[src/rtl/ram_port_arbiter.sv]
// Shares the single-port RAM between the CPU bus channel and NUM_CH-1 other requesters.
// Non-CPU grants are issued only after the CPU has been held off through RDY.
module ram_port_arbiter #(
  parameter int ADDR_WIDTH = 16,
  parameter int DATA_WIDTH = 8,
  parameter int NUM_CH     = 3,
  parameter int CPU_CH     = 1,
  parameter int RR_MODE    = 0,
  parameter int HALT_EDGES = 2
) (
  input  logic                         clk,
  input  logic                         reset,
  input  logic                         load_done,
  input  logic                         phi2,
  input  logic [NUM_CH-1:0]            ch_req,
  input  logic [NUM_CH-1:0]            ch_cs,
  input  logic [NUM_CH-1:0]            ch_we,
  input  logic [NUM_CH*ADDR_WIDTH-1:0] ch_address,
  input  logic [NUM_CH*DATA_WIDTH-1:0] ch_datain,
  output logic [NUM_CH-1:0]            ch_grant,
  output logic [NUM_CH-1:0]            ch_rvalid,
  output logic [DATA_WIDTH-1:0]        ch_rdata,
  output logic [ADDR_WIDTH-1:0]        ram_address,
  output logic [DATA_WIDTH-1:0]        ram_datain,
  output logic                         ram_cs,
  output logic                         ram_we,
  input  logic [DATA_WIDTH-1:0]        ram_dataout,
  output logic                         rdy,
  output logic                         halted
);

  typedef enum logic [2:0] {S_LOAD, S_RUN, S_HALTING, S_ARB, S_OWNED, S_RELEASE} state_t;

  localparam int CW = $clog2(HALT_EDGES + 1);
  localparam logic [NUM_CH-1:0] ONE      = {{(NUM_CH-1){1'b0}}, 1'b1};
  localparam logic [NUM_CH-1:0] CPU_MASK = ONE << CPU_CH;

  state_t            state_reg, state_next;
  logic [NUM_CH-1:0] grant_reg, grant_next;
  logic [NUM_CH-1:0] rvalid_reg, rvalid_next;
  logic [NUM_CH-1:0] rr_mask_reg, rr_mask_next;
  logic [CW-1:0]     edge_cnt_reg, edge_cnt_next;
  logic [2:0]        phi2_sync_reg;

  logic              phi2_fall, any_req, owner_req;
  logic [NUM_CH-1:0] req_nc, req_hi, win_pool, win_vec, owner_vec;
  logic [ADDR_WIDTH-1:0] addr_term [NUM_CH];
  logic [DATA_WIDTH-1:0] data_term [NUM_CH];

  assign phi2_fall = phi2_sync_reg[2] & ~phi2_sync_reg[1];
  assign req_nc    = ch_req & ~CPU_MASK;
  assign any_req   = |req_nc;
  assign owner_req = |(grant_reg & ch_req);

  // rr_mask_reg marks channels at or above the search start; an empty hit wraps to the lowest requester
  assign req_hi   = req_nc & rr_mask_reg;
  assign win_pool = (RR_MODE != 0 && req_hi != '0) ? req_hi : req_nc;
  assign win_vec  = win_pool & (-win_pool);

  always_ff @(posedge clk or negedge reset) begin
    if (!reset) begin
      state_reg     <= S_LOAD;
      grant_reg     <= '0;
      rvalid_reg    <= '0;
      rr_mask_reg   <= '1;
      edge_cnt_reg  <= '0;
      phi2_sync_reg <= '0;
    end else begin
      state_reg     <= state_next;
      grant_reg     <= grant_next;
      rvalid_reg    <= rvalid_next;
      rr_mask_reg   <= rr_mask_next;
      edge_cnt_reg  <= edge_cnt_next;
      phi2_sync_reg <= {phi2_sync_reg[1:0], phi2};
    end
  end

  always_comb begin
    state_next    = state_reg;
    grant_next    = grant_reg;
    rr_mask_next  = rr_mask_reg;
    edge_cnt_next = edge_cnt_reg;
    unique case (state_reg)
      S_LOAD: begin
        if (load_done) begin
          state_next = S_RUN;
        end else if (any_req) begin
          grant_next   = win_vec;
          rr_mask_next = ~((win_vec << 1) - ONE);
          state_next   = S_OWNED;
        end
      end
      S_RUN: begin
        if (any_req) state_next = S_HALTING;
      end
      S_HALTING: begin
        if (!any_req) begin
          state_next    = S_RUN;
          edge_cnt_next = '0;
        end else if (phi2_fall) begin
          if (edge_cnt_reg == CW'(HALT_EDGES - 1)) begin
            state_next    = S_ARB;
            edge_cnt_next = '0;
          end else begin
            edge_cnt_next = edge_cnt_reg + CW'(1);
          end
        end
      end
      S_ARB: begin
        if (any_req) begin
          grant_next   = win_vec;
          rr_mask_next = ~((win_vec << 1) - ONE);
          state_next   = S_OWNED;
        end else begin
          state_next = load_done ? S_RUN : S_LOAD;
        end
      end
      S_OWNED: begin
        if (!owner_req) begin
          grant_next = '0;
          state_next = S_RELEASE;
        end
      end
      S_RELEASE: begin
        if (any_req) state_next = S_ARB;
        else         state_next = load_done ? S_RUN : S_LOAD;
      end
      default: state_next = S_LOAD;
    endcase
  end

  always_comb begin
    owner_vec = grant_reg;
    if (grant_reg == '0 && state_reg == S_RUN) owner_vec = CPU_MASK;
    rdy    = (state_reg == S_RUN);
    halted = load_done && (state_reg inside {S_ARB, S_OWNED, S_RELEASE});
  end

  genvar gi;
  generate
    for (gi = 0; gi < NUM_CH; gi++) begin : g_mux
      assign addr_term[gi] = owner_vec[gi] ? ch_address[gi*ADDR_WIDTH +: ADDR_WIDTH] : '0;
      assign data_term[gi] = owner_vec[gi] ? ch_datain[gi*DATA_WIDTH +: DATA_WIDTH] : '0;
    end
  endgenerate

  always_comb begin
    ram_address = '0;
    ram_datain  = '0;
    for (int i = 0; i < NUM_CH; i++) begin
      ram_address = ram_address | addr_term[i];
      ram_datain  = ram_datain | data_term[i];
    end
  end

  assign ram_cs      = |(owner_vec & ch_cs);
  assign ram_we      = |(owner_vec & ch_we);
  assign rvalid_next = (ram_cs && !ram_we) ? owner_vec : '0;
  assign ch_grant    = grant_reg;
  assign ch_rvalid   = rvalid_reg;
  assign ch_rdata    = ram_dataout;

endmodule

[config.mk]
export PLATFORM = sky130hd
export DESIGN_NAME = ram_port_arbiter
export DESIGN_NICKNAME = d
export VERILOG_FILES = /design/src/rtl/ram_port_arbiter.sv
export SDC_FILE = /design/constraint.sdc
export NUM_CORES = 1
export LEC_CHECK = 0
export ABC_AREA = 1
export CAP_MARGIN = 20
export CORE_MARGIN = 2
export CORE_UTILIZATION = 30
export DETAILED_ROUTE_END_ITERATION = 10
export PLACE_DENSITY = 0.93
export SKIP_CTS_REPAIR_TIMING = 1
export SLEW_MARGIN = 20
export SYNTH_ARGS = -nofsm -noshare
export SYNTH_HDL_FRONTEND = slang
export SYNTH_SLANG_ARGS = --single-unit
[constraint.sdc]
create_clock -name clk -period 2.6 [get_ports clk]
set_input_delay 0.26 -clock clk [delete_from_list [all_inputs] [get_ports clk]]
set_output_delay 0.26 -clock clk [all_outputs]
set_load 0.02 [all_outputs]
-- Word-level counts from Yosys, hierarchy flattened
Index checks and enable logic that the tools add are counted.
- add/sub/neg operators: 2
- $mul: 0
- div/mod/pow operators: 0
- $lt $le $gt $ge: 0
- equal/unequal tests: 13
- shifts and indexed selects: 0
- multiplexer cells: 26
- bitwise logic cells: 10
- reductions and logical operators: 15
- operator list (cell ; number):
    16-bit 2-to-1 mux ; 3
    3-bit 2-to-1 mux ; 13
    16-bit bitwise OR ; 2
    8-bit 2-to-1 mux ; 3
    3-bit case mux with 6 select lines ; 1
    8-bit bitwise OR ; 2
    3-bit bitwise AND ; 4
    3-bit inequality test (second input constant) ; 3
    3-bit case mux with 3 select lines ; 1
    3-bit OR reduction ; 3
    2-bit 2-to-1 mux ; 4
    3-bit by 2-bit equality test with 1-bit output (second input constant) ; 2
    3-bit equality test (second input constant) ; 2
    3-bit logical NOT ; 2
    2-bit inequality test (second input constant) ; 3
    3-bit nonzero test ; 2
    5-bit AND reduction ; 1
    3-bit by 1-bit equality test with 1-bit output (second input constant) ; 1
    1-bit logical AND ; 3
    3-bit negator ; 1
    3-bit AND reduction ; 1
    2-bit by 1-bit adder with 2-bit output (second input constant) ; 1
    2-bit by 1-bit equality test with 1-bit output (second input constant) ; 1
    2-bit by 1-bit inequality test with 1-bit output (second input constant) ; 1
    6 further kinds ; 6
- register bits: 14
- bits in latches: 0
- RAM bits: 0
- memory bits (read-only): 0
- output and inout port bits: 42
- word-level logic and storage cells: 71
- memories: 0

-- Depth between registers and ports, before layout
- depth in word-level cells: 8
- mapped depth: 8
- mapped depth without buffers: 8

-- Worst setup path after synthesis
OpenSTA, ideal clock, no wires.
- path kind: reg-to-output
- start point: reg grant_reg[2] (netlist: ch_grant[2])
- end point: out ram_address[10]
- arrival: 1.224 ns
- required time: 2.340 ns
- slack: 1.116 ns
- stages on the path, launching flop included: 5
- cell sequence: dfrtp_1 -> buf_2 -> clkbuf_1 -> nand2_1 -> nand3_1
- word-level cells in the longest chain between the ends: 6
- elaborated cells between the ends (all ways): 8
- ends and longest elaborated chain (item ; RTL line ; source):
    start, declared ; 39 ; logic [NUM_CH-1:0] grant_reg, grant_next;
    start signal, assigned ; 70 ; grant_reg <= grant_next;
    3-bit logical NOT ; 134 ; if (grant_reg == '0 && state_reg == S_RUN) owner_vec = CPU_MASK;
    1-bit logical AND ; 134 ;
    3-bit 2-to-1 mux (*) ; 134 ;
    16-bit 2-to-1 mux ; 142 ; assign addr_term[gi] = owner_vec[gi] ? ch_address[gi*ADDR_WIDTH +: ADDR_WIDTH] : '0;
    16-bit bitwise OR ; 151 ; ram_address = ram_address | addr_term[i];
    16-bit bitwise OR (*) ; 151 ;
    end, declared ; 23 ; output logic [ADDR_WIDTH-1:0] ram_address,
Every way passes the cells marked *; elsewhere a longest branch is shown, timed or not.

-- Worst setup path in the final report
- start point: reg state_reg[2]
- end point: out ram_address[6]
- word-level cells in the longest chain between the ends: 6
- elaborated cells between the ends (all ways): 8
- ends and longest elaborated chain (item ; RTL line ; source):
    start, declared ; 38 ; state_t state_reg, state_next;
    start signal, assigned ; 69 ; state_reg <= state_next;
    3-bit by 1-bit equality test with 1-bit output (*) ; 134 ;
    1-bit logical AND (*) ; 134 ;
    3-bit 2-to-1 mux (*) ; 134 ;
    16-bit 2-to-1 mux ; 142 ;
    16-bit bitwise OR ; 151 ;
    16-bit bitwise OR (*) ; 151 ;
Marked as above.

==> summary.md <==
| Metric | Value |
|---|---|
| Reg clk slew, reported paths | `0.05 ns` |
| Placer Congestion | `0.826` |
| Final Skew | `0.00370 ns` |
| CTS tree | `built` |
| Net Count, Synth | `309` |
| Final HPWL DP | `3480 µm` |
| Avg Inst Size Synth | `5.68 µm²` |
| Synth cell types | `22` |
| First DRT Iteration DRCs | `60` |
| Synth Instances | `216` |
| Final setup margin | `0.193 ns` |
| GRT Total Usage | `16.8%` |
| Slew of the pin with the lowest slew margin | `0.538 ns` |
| Final Hold Vio Count | `0` |
| Core footprint | `0.00397 mm²` |
| CTS Buf Count | `3` |
| Reg-to-reg endpoint | `state_reg[0]` |
| Setup-failing EPs final | `0` |
| Synth area leaders | `nand2_1 (31%), dfrtp_1 (27%), nand3_1 (13%)` |
| Share of layout cells above drive strength 1 | `4.67%` |
| Gr busiest metal | `met2` |
| Die width | `68.0 µm` |
| Antenna Nets Post-Route | `0` |
| GR Util met3 | `3.45%` |
| Cell taking the most area after synthesis | `nand2_1` |
| Multi-input gate area | `702 µm²` |
| Async set-reset flop share out of synthesis | `100%` |
| Most common cell after layout, fill and taps aside | `clkdlybuf4s50_1` |
| DP Worst Slack | `0.436 ns` |
| VDD IR max | `0.000471 V` |
| Final period util | `92.6%` |
| Sequential share of the synthesized area | `26.5%` |
| Pin count of the biggest net entering global routing | `31` |
| Slew Limit Fails | `0` |
| Site Rows | `23` |
| Share of the synthesized area in the top cell type | `30.9%` |
| Yosys warns | `0` |
| Met1 GRT Util | `19.5%` |
| Port Buf Inserts | `116` |
| # IOs | `135` |
| Nets | `415` |
| Hold path startpoint | `phi2_sync_reg[0]` |
| Worst path required time | `2.34 ns` |
| Yosys reg bits | `13` |
| Final WL | `4250 µm` |
| Final min period | `2.41 ns` |
| Register area | `325 µm²` |
| Remaining DRCs | `0` |
| WL/cell | `11.5 µm` |
| Reg2reg start | `ch_grant[2]` |
| Sink Count | `13` |
| Critical path peak fanout | `24` |
| DRT Pass-1 Iters | `5` |
| Total gr overflow | `0` |
| Unrepaired setup endpoints after global routing | `no` |
| Commonest cells after routing, fill and taps aside | `clkdlybuf4s50_1 (116), nand2_1 (101), nand3_1 (33), inv_1 (19), dfrtp_1 (13)` |
| Die ar. | `0.00462 mm²` |
| H-tree depth | `1` |
| Max-cap violations | `0` |
| CTS Root Cell | `clkbuf_8` |
| Arrival @ worst endpoint | `2.15 ns` |
| Hold WC Path Type | `reg -> reg` |
| Setup TNS | `0 ns` |
| Register-to-Register Path Depth | `8` |
| Status | `completed` |
| Initial antenna violation count | `0` |
| Met2 Use GR | `29.9%` |
| Starting Density | `30.9%` |
| Global-route wire length before repair | `5940 µm` |
| End of the worst hold path | `phi2_sync_reg[1]` |
| Clk buf depth | `2` |
| Area Growth Syn to Fin | `95.0%` |
| Via density | `4.47` |
| Ys flop type | `dfrtp_1` |
| Hold Path Stages | `0` |
| Vias | `1,660` |
| CP Capture Type | `primary output` |
| PwrDens | `946 mW/mm²` |
| Critical setup path kind | `reg -> out` |
| Slew headroom | `64.0%` |
| Static Leak | `1.11 nW` |
| Clock insertion delay at the later pin of the skew report | `0.24 ns` |
| Max frequency | `415 MHz` |
| R2r setup slk | `1.23 ns` |
| Fill count | `361` |
| Die Span Y | `68.0 µm` |
| Antenna diodes | `0` |
| Mapped cell area | `0.00123 mm²` |
| Number of global-route vias before repair | `1,405` |
| Number of flops mapped to enable cells by yosys | `0` |
| CP startpoint kind | `flop` |
[cells by family after synthesis]
logic type | share of synthesized area, %
and+or+nand+nor | 53.3
DFF | 26.5
buffers and inverters | 16.3
AOI/OAI and AO/OA | 3.57
other | 0.306
[critical path, cell delays in order (launching register included)]
cell and delay (ns):
dfrtp_1 0.40, inv_1 0.21, nand3_2 0.15, inv_2 0.33
nand2_1 0.11, nand3_1 0.10, clkdlybuf4s50_1 0.60
[power breakdown]
| group | leakage [nW] | internal (W) | switching [W] |
|---|---|---|---|
| clock | 0.0228 | 0.000108 | 0.0000675 |
| combinational | 0.922 | 0.000782 | 0.00100 |
| sequential | 0.164 | 0.000265 | 0.0000410 |
| total | 1.11 | 0.00116 | 0.00111 |
[layout make-up]
cell class              count  area share [%]
multi-input cells         164            29.3
well taps                  50            2.61
flip-flops and latches     13            13.6
inverters                  22            3.45
repair buffers            118            49.1
clock buffers               4            1.88
[cell usage after synthesis, types with 2 or more instances]
library cell and instances:
o21ai_0 2, inv_2 3, buf_2 4, nand2_2 3
clkbuf_1 2, nand2_1 101, nor2_1 12, nand3_1 33
inv_1 19, buf_4 9, dfrtp_1 13, a21oi_1 4
buf_6 2
[how the worst max path moves through the flow]
stage	slack, ns	depth (start not counted)	end	start
2_1_floorplan	1.12	4	ram_address[10]	ch_grant[2]
3_3_place_gp	0.48	6	ram_datain[3]	state_reg[2]
3_5_place_dp	0.44	6	ram_address[6]	state_reg[2]
4_1_cts	0.17	6	ram_address[6]	state_reg[2]
5_1_grt	0.04	6	ram_address[0]	state_reg[2]
6_report	0.19	6	ram_address[6]	state_reg[2]
[metal layers]
| metal | vias to the layer above | share of wire, % | wire, µm |
|---|---|---|---|
| met5 | - | 0 | 0 |
| met3 | 6 | 8.0 | 339 |
| met2 | 74 | 52 | 2210 |
| met4 | 0 | 1.1 | 47 |
| li1 | 866 | - | - |
| met1 | 714 | 39 | 1650 |
[stage by stage]
| step | hold slack (ns) | cells | cell area [µm²] | total power, W | util (%) |
|---|---|---|---|---|---|
| floorplan | -0.0356 | 216 | 1230 | 0.00134 | - |
| global placement | 0.334 | 367 | 2350 | 0.00207 | 59.1 |
| detailed placement | 0.347 | 367 | 2350 | 0.00211 | 59.1 |
| CTS | 0.358 | 371 | 2390 | 0.00229 | 60.3 |
| global route | 0.361 | 371 | 2390 | 0.00244 | 60.3 |
| finish | 0.353 | 371 | 2390 | 0.00227 | 60.3 |
Power figures use the tool's default switching activity.
